===== config.mk =====
export PLATFORM = sky130hd
export DESIGN_NAME = execute_stage
export DESIGN_NICKNAME = d
export VERILOG_FILES = /design/src/rtl/pipe_pkg.sv /design/src/rtl/alu.sv /design/src/rtl/execute_stage.sv
export SDC_FILE = /design/constraint.sdc
export NUM_CORES = 1
export LEC_CHECK = 0
export BUFFER_PORTS_ARGS = -buffer_cell sky130_fd_sc_hd__buf_2
export CAP_MARGIN = 40
export CORE_AREA = 2 2 125 127
export CTS_CLUSTER_DIAMETER = 40
export DETAILED_ROUTE_END_ITERATION = 8
export DIE_AREA = 0 0 127 129
export PLACE_DENSITY = 0.88
export SETUP_SLACK_MARGIN = 0.3
export SLEW_MARGIN = 20
export SYNTH_ARGS = -nofsm -noshare
export SYNTH_HDL_FRONTEND = slang
export SYNTH_SLANG_ARGS = --single-unit
export TNS_END_PERCENT = 30

===== constraint.sdc =====
create_clock -name clk -period 5 [get_ports clk]
set_clock_uncertainty 0.05 [all_clocks]
set_input_delay 0.5 -clock clk [delete_from_list [all_inputs] [get_ports clk]]
set_output_delay 0.5 -clock clk [all_outputs]
set_load 0.005 [all_outputs]

===== src/rtl/pipe_pkg.sv =====
// pipe_pkg: shared widths, ALU opcodes and E/M bubble values for the pipeline
package pipe_pkg;
  localparam int DEF_XLEN = 32;
  localparam int DEF_REG_AW = 5;
  localparam logic [1:0] ALU_ADD = 2'b00;
  localparam logic [1:0] ALU_SUB = 2'b01;
  localparam logic [1:0] ALU_AND = 2'b10;
  localparam logic [1:0] ALU_OR = 2'b11;
  localparam logic BUBBLE_VALID = 1'b0;
  localparam logic BUBBLE_DM_WRITE = 1'b0;
  localparam logic BUBBLE_RESULT = 1'b0;
  localparam logic BUBBLE_RF_WE = 1'b0;
endpackage


===== src/rtl/alu.sv =====
// alu: combinational add/sub/and/or with signed overflow flag
module alu
  import pipe_pkg::*;
#(
  parameter int XLEN = DEF_XLEN
) (
  input  logic [XLEN-1:0] a,
  input  logic [XLEN-1:0] b,
  input  logic [1:0]      op,
  output logic [XLEN-1:0] y,
  output logic            ovf
);
  // result mux and overflow; overflow only meaningful for add/sub
  always_comb begin
    y = op == ALU_ADD ? a + b : op == ALU_SUB ? a - b : op == ALU_AND ? a & b : a | b;
    ovf = op == ALU_ADD ? (a[XLEN-1] == b[XLEN-1]) && (y[XLEN-1] != a[XLEN-1]) :
          op == ALU_SUB ? (a[XLEN-1] != b[XLEN-1]) && (y[XLEN-1] != a[XLEN-1]) : 1'b0;
  end
endmodule


===== src/rtl/execute_stage.sv =====
// execute_stage: ALU stage plus E/M pipeline register; EXEC_FWD_EN adds M/W operand forwarding
module execute_stage
  import pipe_pkg::*;
#(
  parameter int XLEN = DEF_XLEN,
  parameter int REG_AW = DEF_REG_AW
) (
  input  logic              clk,
  input  logic              rst,
`ifdef EXEC_FWD_EN
  input  logic [REG_AW-1:0] Rs1_E,
  input  logic [REG_AW-1:0] Rs2_E,
  input  logic [REG_AW-1:0] Rd_W,
  input  logic              RF_WE_W,
  input  logic [XLEN-1:0]   Result_W,
`endif
  input  logic              Valid_E,
  input  logic              Stall_E,
  input  logic              Flush_E,
  input  logic [XLEN-1:0]   RD1_E,
  input  logic [XLEN-1:0]   RD2_E,
  input  logic [XLEN-1:0]   Extend_E,
  input  logic [1:0]        Alu_op_E,
  input  logic              Alu_src_E,
  input  logic              DM_Write_E,
  input  logic              Result_E,
  input  logic              RF_WE_E,
  input  logic [REG_AW-1:0] Rd_E,
  output logic [XLEN-1:0]   ALU_Result_M,
  output logic [XLEN-1:0]   WD_M,
  output logic [REG_AW-1:0] Rd_M,
  output logic              DM_Write_M,
  output logic              Result_M,
  output logic              RF_WE_M,
  output logic              Valid_M,
  output logic              Zero_M,
  output logic              Ovf_M
);
  logic [XLEN-1:0] a, rd2, b, y;
  logic ovf;
`ifdef EXEC_FWD_EN
  logic m_fwd, m_hit1, m_hit2, w_hit1, w_hit2;
  // M stage forwards only ALU results (loads are stalled externally); M beats W
  always_comb begin
    m_fwd = RF_WE_M && Valid_M && !Result_M && Rd_M != '0;
    m_hit1 = m_fwd && Rd_M == Rs1_E;
    m_hit2 = m_fwd && Rd_M == Rs2_E;
    w_hit1 = RF_WE_W && Rd_W != '0 && Rd_W == Rs1_E;
    w_hit2 = RF_WE_W && Rd_W != '0 && Rd_W == Rs2_E;
    a = m_hit1 ? ALU_Result_M : w_hit1 ? Result_W : RD1_E;
    rd2 = m_hit2 ? ALU_Result_M : w_hit2 ? Result_W : RD2_E;
    b = Alu_src_E ? Extend_E : rd2;
  end
`else
  // operands straight from the D/E register
  always_comb begin
    a = RD1_E;
    rd2 = RD2_E;
    b = Alu_src_E ? Extend_E : rd2;
  end
`endif
  alu #(.XLEN(XLEN)) u_alu (
    .a  (a),
    .b  (b),
    .op (Alu_op_E),
    .y  (y),
    .ovf(ovf)
  );
  // E/M register: reset/flush insert a bubble, stall holds, invalid input loads a bubble
  always_ff @(posedge clk) begin
    if (rst || Flush_E || (!Stall_E && !Valid_E)) begin
      ALU_Result_M <= '0;
      WD_M <= '0;
      Rd_M <= '0;
      DM_Write_M <= BUBBLE_DM_WRITE;
      Result_M <= BUBBLE_RESULT;
      RF_WE_M <= BUBBLE_RF_WE;
      Valid_M <= BUBBLE_VALID;
      Zero_M <= 1'b0;
      Ovf_M <= 1'b0;
    end else if (!Stall_E) begin
      ALU_Result_M <= y;
      WD_M <= rd2;
      Rd_M <= Rd_E;
      DM_Write_M <= DM_Write_E;
      Result_M <= Result_E;
      RF_WE_M <= RF_WE_E;
      Valid_M <= 1'b1;
      Zero_M <= y == '0;
      Ovf_M <= ovf;
    end
  end
endmodule


==> impl_summary.md, run 1 <==
GRT
Entering global routing, the biggest net connects 70 pins. The first global-routing pass estimated between 40000 and 50000 um of wire. The combined global-route utilization of all metal layers is 33.7%.

The initial antenna violation count came to 0. The total overflow left after global routing is 0. The via count of the first global-routing pass came to about 8700.

Pwr
Summed over all nets, the switching power comes to around 970 uW. The power per unit of standard cell area is 237 nW/um2. Registers are responsible for between 20 and 30% of the overall power. The cell internal power dissipation is between 1000 and 1500 uW.

The power after layout is between 2000 and 2500 uW. The total leakage power is 0.00485 uW. The clock power share is about 28%. Of the total power, the share spent switching nets is between 40 and 50%. The worst ir drop on vdd is ~160 uV. The proportion of power drawn by combinational gates is ~45%.

Floorplan
The die covers between 15000 and 20000 um2. The overall die width is between 100 and 150 um. The starting density of the core is 56.6%. The number of placement rows is 45. For this design the top-level I/O count stands at between 150 and 200. From bottom edge to top edge, the die measures approximately 130 um. In this run the standard cell core region covers about 15000 um2.

Yosys
Ranked by total cell area, the synthesized netlist is headed by dfxtp_1 (18%), ha_1 (14%), mux2i_1 (10%), nor2_1 (6.6%), a21oi_1 (4.4%). The number of enable-type register cells in the synthesized netlist is 0. The total of warnings raised by yosys is 0.

Counting distinct cell types in the post-synthesis netlist gives 86. Sequential elements use 17.7% of the synthesized area. Synthesis produced 1134 cells.

The share of the synthesized area in the top cell type is about 18%. The largest total area in the synthesized netlist belongs to dfxtp_1. The post-synthesis register bit count is between 70 and 80. Counting flops with an async set or reset pin after synthesis yields a share of 0%. The most common flop cell mapped by yosys is dfxtp_1. The total standard cell area after synthesis is approximately 8500 um2. Dividing the synthesized area by the synthesized cell count gives ~7.5 um2. The number of nets in the synthesized netlist is 1344.

Timing
The final clock period utilization by the worst path is approximately nine tenths. Setup repair after global routing left no endpoint under its margin. The highest clock frequency the design can meet is 226 MHz.

The hold violation count in the final report is 0. The final count of negative-setup-slack endpoints is 0. The measured slew at the worst slew-check pin is 870 ps. Headroom to the max-slew limit came out at about two fifths.

Counting I/O delays and the setup requirement, the final critical path takes around 4400 ps. In the final timing run, aggregate negative setup slack is 0 ps. The count of final max-slew check failures is 0.

Hold path
The launch point of the worst hold path is Rd_E[1]. The worst hold-check path type is in2reg.

Critical path
The worst flop-to-flop path startpoint is ALU_Result_M[11]$_SDFFE_PP0N_. Along the worst path, the maximum fanout reaches 12. The worst setup path is of the in2reg kind. STA classifies the critical path startpoint as an input port.

The worst setup path is captured at a register. Data on the critical path is required at its endpoint by 5200 ps. The arrival time at the worst endpoint is between 4000 and 5000 ps. Tracing the worst setup path back leads to its startpoint at Alu_src_E.

Route
For this block, the routed nets add up to ~28000 um of wire. The detailed-router iteration count before antenna repair is 5. After detailed routing, the number of vias per cell comes to around 6.2.

Once detail routing completed, the nets flagged for antenna violations numbered 0. Dividing the detail-routed wire length by the instance count gives between 15 and 20 um. The first routing iteration left 901 violations. The final routed DRC violation total is 0. The detailed router placed roughly 9300 vias in this run.

Clock tree
The total number of clock tree sinks is 75. The clock-pin slew on the worst setup and hold paths is approximately 70 ps. The number of levels in the clock H-tree is 3. The clock tree from TritonCTS is yes.

The largest buffer count on any clock path is 2. The cell sitting at the root of the clock tree is a clkbuf_16. Once the clock tree was built, the setup fixing pass inserted 0 buffers. In this run, post-CTS repair resized a total of 0 instances.

The number of CTS-inserted buffers is 9. The number of hold buffers added after cts is 0. The clock insertion delay at the later pin of the skew report is about 350 ps.

Final layout
The utilization of the core after routing is about two thirds. The antenna diode instance count is 0. The non-filler instance count after layout is ~1500. The fraction of final layout cells sized beyond drive strength 1 is around a fifth.

The area growth from synthesis to final layout is 16.3%. For this run, the post-layout net count is about 1500. The area of all placed cells without fillers is just under 10000 um2.

Placement
The HPWL after detailed placement is around 21000 um. The final RePlAce weighted congestion is ~1.0. In this run, placement finished with an instance count of around 1500. The count of buffers from port buffering is between 150 and 200.

The post-placement cell area is roughly 9600 um2.

Run
The tool flagged a number of max-cap violations equal to 0.

Outcome
The flow ran to the end, and the final reports show no timing, DRC or antenna violations.
==> path summary, 6_finish.rpt <==
path	to	cells past startpoint	slack, ps
worst max register to register	ALU_Result_M[11]$_SDFFE_PP0N_	2	4190
worst min register to register	Valid_M$_SDFFE_PP0N_	1	400
worst min-delay path	Rd_M[1]$_SDFFE_PP0N_	3	320
worst max-delay path	Zero_M$_SDFFE_PP0N_	14	580
==> state kept, by name (all words and copies together) (netlist names) <==
register      cells
Result_M          1
Ovf_M             1
Rd_M              5
Zero_M            1
RF_WE_M           1
DM_Write_M        1
Valid_M           1
ALU_Result_M     32
WD_M             32
==> Yosys cell counts, types with 6 or more instances <==
| library cell | number |
|---|---|
| nand2b_1 | 16 |
| buf_1 | 13 |
| a211oi_1 | 16 |
| o21ai_1 | 10 |
| nor4_1 | 12 |
| dfxtp_1 | 75 |
| a2111oi_0 | 6 |
| a21oi_1 | 74 |
| o31ai_1 | 10 |
| o21bai_1 | 11 |
| nor2b_1 | 27 |
| mux2i_1 | 88 |
| o22ai_1 | 7 |
| clkbuf_1 | 35 |
| a21o_1 | 10 |
| nand3_1 | 19 |
| xnor2_1 | 23 |
| nor2_1 | 150 |
| nand2_1 | 81 |
| o21a_1 | 8 |
| ha_1 | 96 |
| nor3_1 | 16 |
| buf_2 | 13 |
| o21ai_0 | 51 |
| a31oi_1 | 16 |
| nand4_1 | 11 |
| o211ai_1 | 17 |
| inv_1 | 96 |
==> cell usage in the layout (no fill, tap or decap), drive strengths merged, types with 5 or more instances in the layout <==
cell type | Yosys | final
nand2 | 81 | 81
o31ai | 12 | 12
o211a | 6 | 6
nand2b | 16 | 16
nor2 | 152 | 152
o21a | 8 | 8
o21ai | 61 | 61
nor3 | 16 | 16
xnor2 | 23 | 23
xor2 | 5 | 5
o22ai | 7 | 7
mux2i | 88 | 88
a2111oi | 11 | 11
inv | 98 | 102
nand3 | 19 | 19
or3 | 6 | 6
nor2b | 27 | 27
o31a | 5 | 5
o211ai | 18 | 18
buf | 29 | 210
clkbuf | 35 | 9
ha | 96 | 96
a31oi | 17 | 17
or2 | 8 | 8
dfxtp | 75 | 75
o21bai | 11 | 11
nand4 | 11 | 11
nor4 | 12 | 12
a21oi | 77 | 77
a211oi | 17 | 17
a21o | 10 | 10
==> per-layer routing <==
metal | vias to the layer above | share of wire (%) | GRT usage [%]
li1 | 4344 | - | -
met1 | 4322 | 40 | 41.6
met2 | 495 | 47 | 57.0
met3 | 90 | 8.5 | 5.82
met4 | 0 | 4.3 | 16.5
met5 | - | 0 | 0
==> layout make-up <==
cell class              count  area, um2
clock inverters             7       58.8
multi-input cells         897       6340
inverters                  98        368
well taps                 188        235
clock buffers               9        225
fillers                  1345       5120
flip-flops and latches     75       1500
repair buffers            210       1130
==> power groups by stage <==
| stage | Clock (uW) | Combinational, uW | Sequential (uW) |
|---|---|---|---|
| after floorplan | 0 | 715 | 642 |
| after global routing | 687 | 1140 | 629 |
| after CTS | 667 | 1020 | 628 |
| final | 660 | 1050 | 628 |
| after detailed placement | 0 | 1010 | 641 |
| after global placement | 0 | 1000 | 640 |
==> through the flow <==
stage / hold WS [ps] / setup WS [ps]
6_report: 325 / 584
5_1_grt: 337 / 396
4_1_cts: 322 / 705
3_5_place_dp: 388 / 347
3_3_place_gp: 382 / 421
2_1_floorplan: 401 / 731
==> critical path, stage by stage <==
cell and delay, ps:
buf_2 160, buf_4 310, mux2i_1 320, ha_1 430, nand4_1 280, o21bai_1 250, a21oi_1 520, a21boi_1 150
mux2_2 310, o41ai_1 810, a2111oi_1 130, and4_1 280, nand4_1 90, nand2_1 50
==> cell families after synthesis <==
| kind of cell | Yosys count | share of synthesized area [%] |
|---|---|---|
| AND/OR/NAND/NOR | 368 | 20.3 |
| buffers and inverters | 162 | 7.59 |
| flip-flops | 75 | 17.7 |
| adder cells (fa/ha/maj) | 98 | 14.6 |
| XOR/XNOR | 28 | 2.89 |
| AO/OA/AOI/OAI | 313 | 26.1 |
| multiplexers | 90 | 10.8 |
Power figures use the tool's default switching activity.
==> run 2: changes to the inputs <==
--- a/config.mk
+++ b/config.mk
@@ -5,14 +5,14 @@
 export SDC_FILE = /design/constraint.sdc
 export NUM_CORES = 1
 export LEC_CHECK = 0
+export ABC_AREA = 1
 export BUFFER_PORTS_ARGS = -buffer_cell sky130_fd_sc_hd__buf_2
 export CAP_MARGIN = 40
-export CORE_AREA = 2 2 125 127
+export CORE_AREA = 2 2 130 132
 export CTS_CLUSTER_DIAMETER = 40
 export DETAILED_ROUTE_END_ITERATION = 8
-export DIE_AREA = 0 0 127 129
-export PLACE_DENSITY = 0.88
-export SETUP_SLACK_MARGIN = 0.3
+export DIE_AREA = 0 0 132 134
+export PLACE_DENSITY = 0.87
 export SLEW_MARGIN = 20
 export SYNTH_ARGS = -nofsm -noshare
 export SYNTH_HDL_FRONTEND = slang
==> impl_summary.md, run 2 <==
Outcome
The flow ran to the end, and the final reports show no timing, DRC or antenna violations.

Hold path
The path class of the tightest hold or removal check is in2reg. The count of cells along the worst hold path came to 3 (unchanged).

Placement
The placed wire-length estimate is 28500 um (+33%). The count of buffers from port buffering came to 186 (unchanged). The final RePlAce weighted congestion is 1.01 (-0.64%).

The cell total after placement came to 2003 (+36%).

Critical path
The capturing instance or port of the critical path is Zero_M$_SDFFE_PP0N_. The start point of the critical path is Alu_src_E. The data required time at the worst endpoint is 5210 ps (about the same). The largest fanout on the critical path was 36 (+24). The delay of the slowest critical-path stage is 460 ps (-350 ps).

The arrival time at the worst endpoint is 4040 ps (-580 ps). The worst flop-to-flop path startpoint is ALU_Result_M[31]$_SDFFE_PP0N_. The worst register-to-register path ends at ALU_Result_M[31]$_SDFFE_PP0N_.

The cell type of the slowest stage on the worst timing path is ha_1. Walking the worst path, the cells encountered are buf_2 -> buf_4 -> nand2_1 -> o21ai_0 -> ha_1 -> inv_1 -> o21ai_0 -> a31oi_1 -> o21ai_0 -> nor2_1 -> nand2_1 -> nand2_1 -> a21oi_1 -> a21oi_1 -> nand2_1 -> nor2_1 -> nand3_1 -> a21oi_2. The critical path launch point type is an input port. The kind of critical path is in2reg. The logic depth of the worst register-to-register path came to 4 (+2). The minimum setup slack among reg-to-reg paths was 4140 ps (-50 ps). STA classifies the critical path endpoint as a register. The cell that appears most often on the critical path is nand2_1.

Timing
The setup TNS is 0 ps (unchanged). The time the final worst path needs with I/O delays and setup is 3820 ps (-594 ps). The worst hold margin came to 360 ps (+35.3 ps).

The remaining max-slew budget at the tightest pin is 44.5% (+3.2 points). The count of final max-slew check failures is 0 (unchanged). The highest clock frequency the design can meet is 262 MHz (+16%).

Setup repair after global routing left no endpoint under its margin. The hold violation count in the final report is 0 (unchanged). The final count of negative-setup-slack endpoints is 0 (unchanged).

The measured slew at the worst slew-check pin is 831 ps (-39.0 ps). The final clock period utilization by the worst path was 76.4% (-12 points).

Floorplan
The starting density of the core is 56.2% (-0.36 points). The die height is 134 um (+3.9%). The area of the core is 16300 um2 (+8.8%). The number of placement rows is 47 (+4.4%). The overall die width came to 132 um (+3.9%). The die area is 17700 um2 (+8.0%).

The number of top-level pins is 187 (unchanged).

Route
The post-detailed-route count of antenna-violating nets is 0 (unchanged). The total via count in the routed design was 11200 (+21%). The final routed DRC violation total is 0 (unchanged). The total detailed-routing wirelength is 35100 um (+24%). The via count normalized by instance count is 5.53 (-11%). The detailed-router iteration count before antenna repair came to 5 (unchanged). The DRC violation total after the first TritonRoute iteration came to 1121 (+24%). The average wire per cell in the routed design is 17.4 um (-8.7%).

Pwr
The worst ir drop on vdd came to 280 uV (+80%). The power after layout is 2410 uW (+3.4%). The power per unit of standard cell area is 230 nW/um2 (-2.7%).

The total leakage power is 0.00603 uW (+25%).

Yosys
In the post-synthesis netlist, the biggest area contributors are nand2_1 (20%), dfxtp_1 (16%), ha_1 (13%), inv_1 (11%), a21oi_1 (8.0%). The average instance area after synthesis was 5.55 um2 (-26%). The total of warnings raised by yosys is 0 (unchanged). nand2_1 takes more of the synthesized area than any other cell. Ranked by instance count, the synthesized netlist is headed by nand2_1 (489), inv_1 (276), nor2_1 (173).

The post-synthesis register bit count is 75 (unchanged). The cell count after synthesis is 1649 (+45%). The cell with the most instances after synthesis is nand2_1. The number of enable-type register cells in the synthesized netlist is 0 (unchanged). The total standard cell area after synthesis came to 9160 um2 (+8.1%). The post-synthesis async set-or-reset flop share is 0% (unchanged). The number of distinct library cells after synthesis came to 42 (-51%). The sequential share of the synthesized area is 16.4% (-1.3 points). The net count of the mapped netlist was 1859 (+38%).

In the synthesized netlist the dominant register cell turns out to be dfxtp_1. The share of the synthesized area in the top cell type is 20.0% (+2.3 points).

GRT
The largest net degree at the start of global routing is 64 (-8.6%). The via count of the first global-routing pass is 10200 (+17%). The initial antenna violation count is 0 (unchanged). The overflow left after global routing is 0 (unchanged). The first-pass GRT wire length came to 53800 um (+22%).

The combined global-route utilization of all metal layers came to 38.6% (+4.9 points).

Clock tree
The number of CTS-inserted buffers is 9 (unchanged). The count of cells resized by post-cts repair is 0 (unchanged). TritonCTS built the clock tree. The tree is rooted in a clkbuf_16. The buffers inserted during post-CTS setup optimization came to 0 (unchanged). The clock-pin slew on the worst setup and hold paths is 60 ps (about the same). The number of levels in the clock H-tree is 3 (unchanged).

The clock insertion delay at the later pin of the skew report is 330 ps (-20 ps). The number of hold buffers added after cts came to 0 (unchanged). The largest buffer count on any clock path is 2 (unchanged).

The total number of clock tree sinks came to 75 (unchanged).

Final layout
In the layout the commonest cells are nand2_1 (489), inv_1 (274), buf_2 (186). The fraction of final layout cells sized beyond drive strength 1 is 14.0% (-6.1 points). The sequential cell area is 1500 um2 (unchanged). The area growth from synthesis to layout is 14.4%. The number of fillers in the final layout is 1618 (+20%).

The non-filler instance count after layout was 2019 (+36%). The antenna diode instance count is 0 (unchanged). The largest registers in the layout are ALU_Result_M (32), WD_M (32), Rd_M (5).

The multi-input combinational cell area is 6290 um2 (-0.87%). The number of nets in the finished design was 2004 (+34%). Leaving out fill and tap cells, the most frequent cell in the layout is nand2_1.

Run
The number of violations of the max-capacitance limit is 0 (unchanged).
## run 2: cell types whose count changed in the layout (fill, tap and decap cells not counted), moves of 54 or more
cell / delta
a21oi_1: +72
inv_1: +178
mux2i_1: -87
nand2_1: +408
nand3_1: +83
o21ai_0: +54
## run 2: critical path, delay by kind of cell
kind	cells	cell delay (ps)
compound gates	7	1230
buf+inv	3	1050
simple gates	7	770
fa+ha+maj	1	460
## run 2: how the worst min path moves through the flow
stage | startpoint | end | slack [ps]
2_1_floorplan | WD_M[26]$_SDFFE_PP0N_ | WD_M[26]$_SDFFE_PP0N_ | 400
3_3_place_gp | WD_M[26]$_SDFFE_PP0N_ | WD_M[26]$_SDFFE_PP0N_ | 390
3_5_place_dp | WD_M[26]$_SDFFE_PP0N_ | WD_M[26]$_SDFFE_PP0N_ | 400
4_1_cts | Rd_E[2] | Rd_M[2]$_SDFFE_PP0N_ | 350
5_1_grt | Rd_E[1] | Rd_M[1]$_SDFFE_PP0N_ | 360
6_report | Rd_E[2] | Rd_M[2]$_SDFFE_PP0N_ | 360
## run 2: power by group
group | leakage, uW | total, uW | switching (uW) | internal (uW)
sequential | 0.000610 | 629 | 10.9 | 618
combinational | 0.00527 | 1080 | 749 | 330
clock | 0.000155 | 707 | 257 | 450
## run 2: per-layer routing
metal | up-vias | GRT usage (%) | wire length (um) | part of all wire [%]
li1 | 5444 | - | - | -
met1 | 5070 | 47.3 | 13700 | 39
met2 | 552 | 67.6 | 16900 | 48
met3 | 106 | 4.80 | 2680 | 7.6
met4 | 0 | 17.5 | 1750 | 5.0
met5 | - | 0 | 0 | 0
## run 2: area by class of cell
cell class | count | share of cell area (%)
clock buffer | 10 | 2.28
clock inverter | 6 | 0.848
inverter | 289 | 10.4
multi-input combinational | 1226 | 60.0
sequential | 75 | 14.3
tap | 220 | 2.63
timing repair buffer | 193 | 9.51
## run 2: cells by family (layout without fill, tap and decap cells)
logic type	count (synthesis)	count (layout)	share of synthesized area, %
and+or+nand+nor	819	819	36.6
buffers and inverters	348	498	15.0
AOI/OAI and AO/OA	300	300	17.6
adders and majority gates	98	98	13.6
DFF	75	75	16.4
xor gates and xnor gates	8	8	0.765
muxes	1	1	0.109
## run 2: through the flow
| stage | cell area (um2) | util, % | setup WS, ps |
|---|---|---|---|
| after global placement | 10100 | 62.2 | 1020 |
| after detailed placement | 10100 | 62.3 | 975 |
| final | 10500 | 64.3 | 1180 |
| after global routing | 10500 | 64.3 | 906 |
| after CTS | 10500 | 64.3 | 1310 |
| after floorplan | 9160 | - | 1830 |
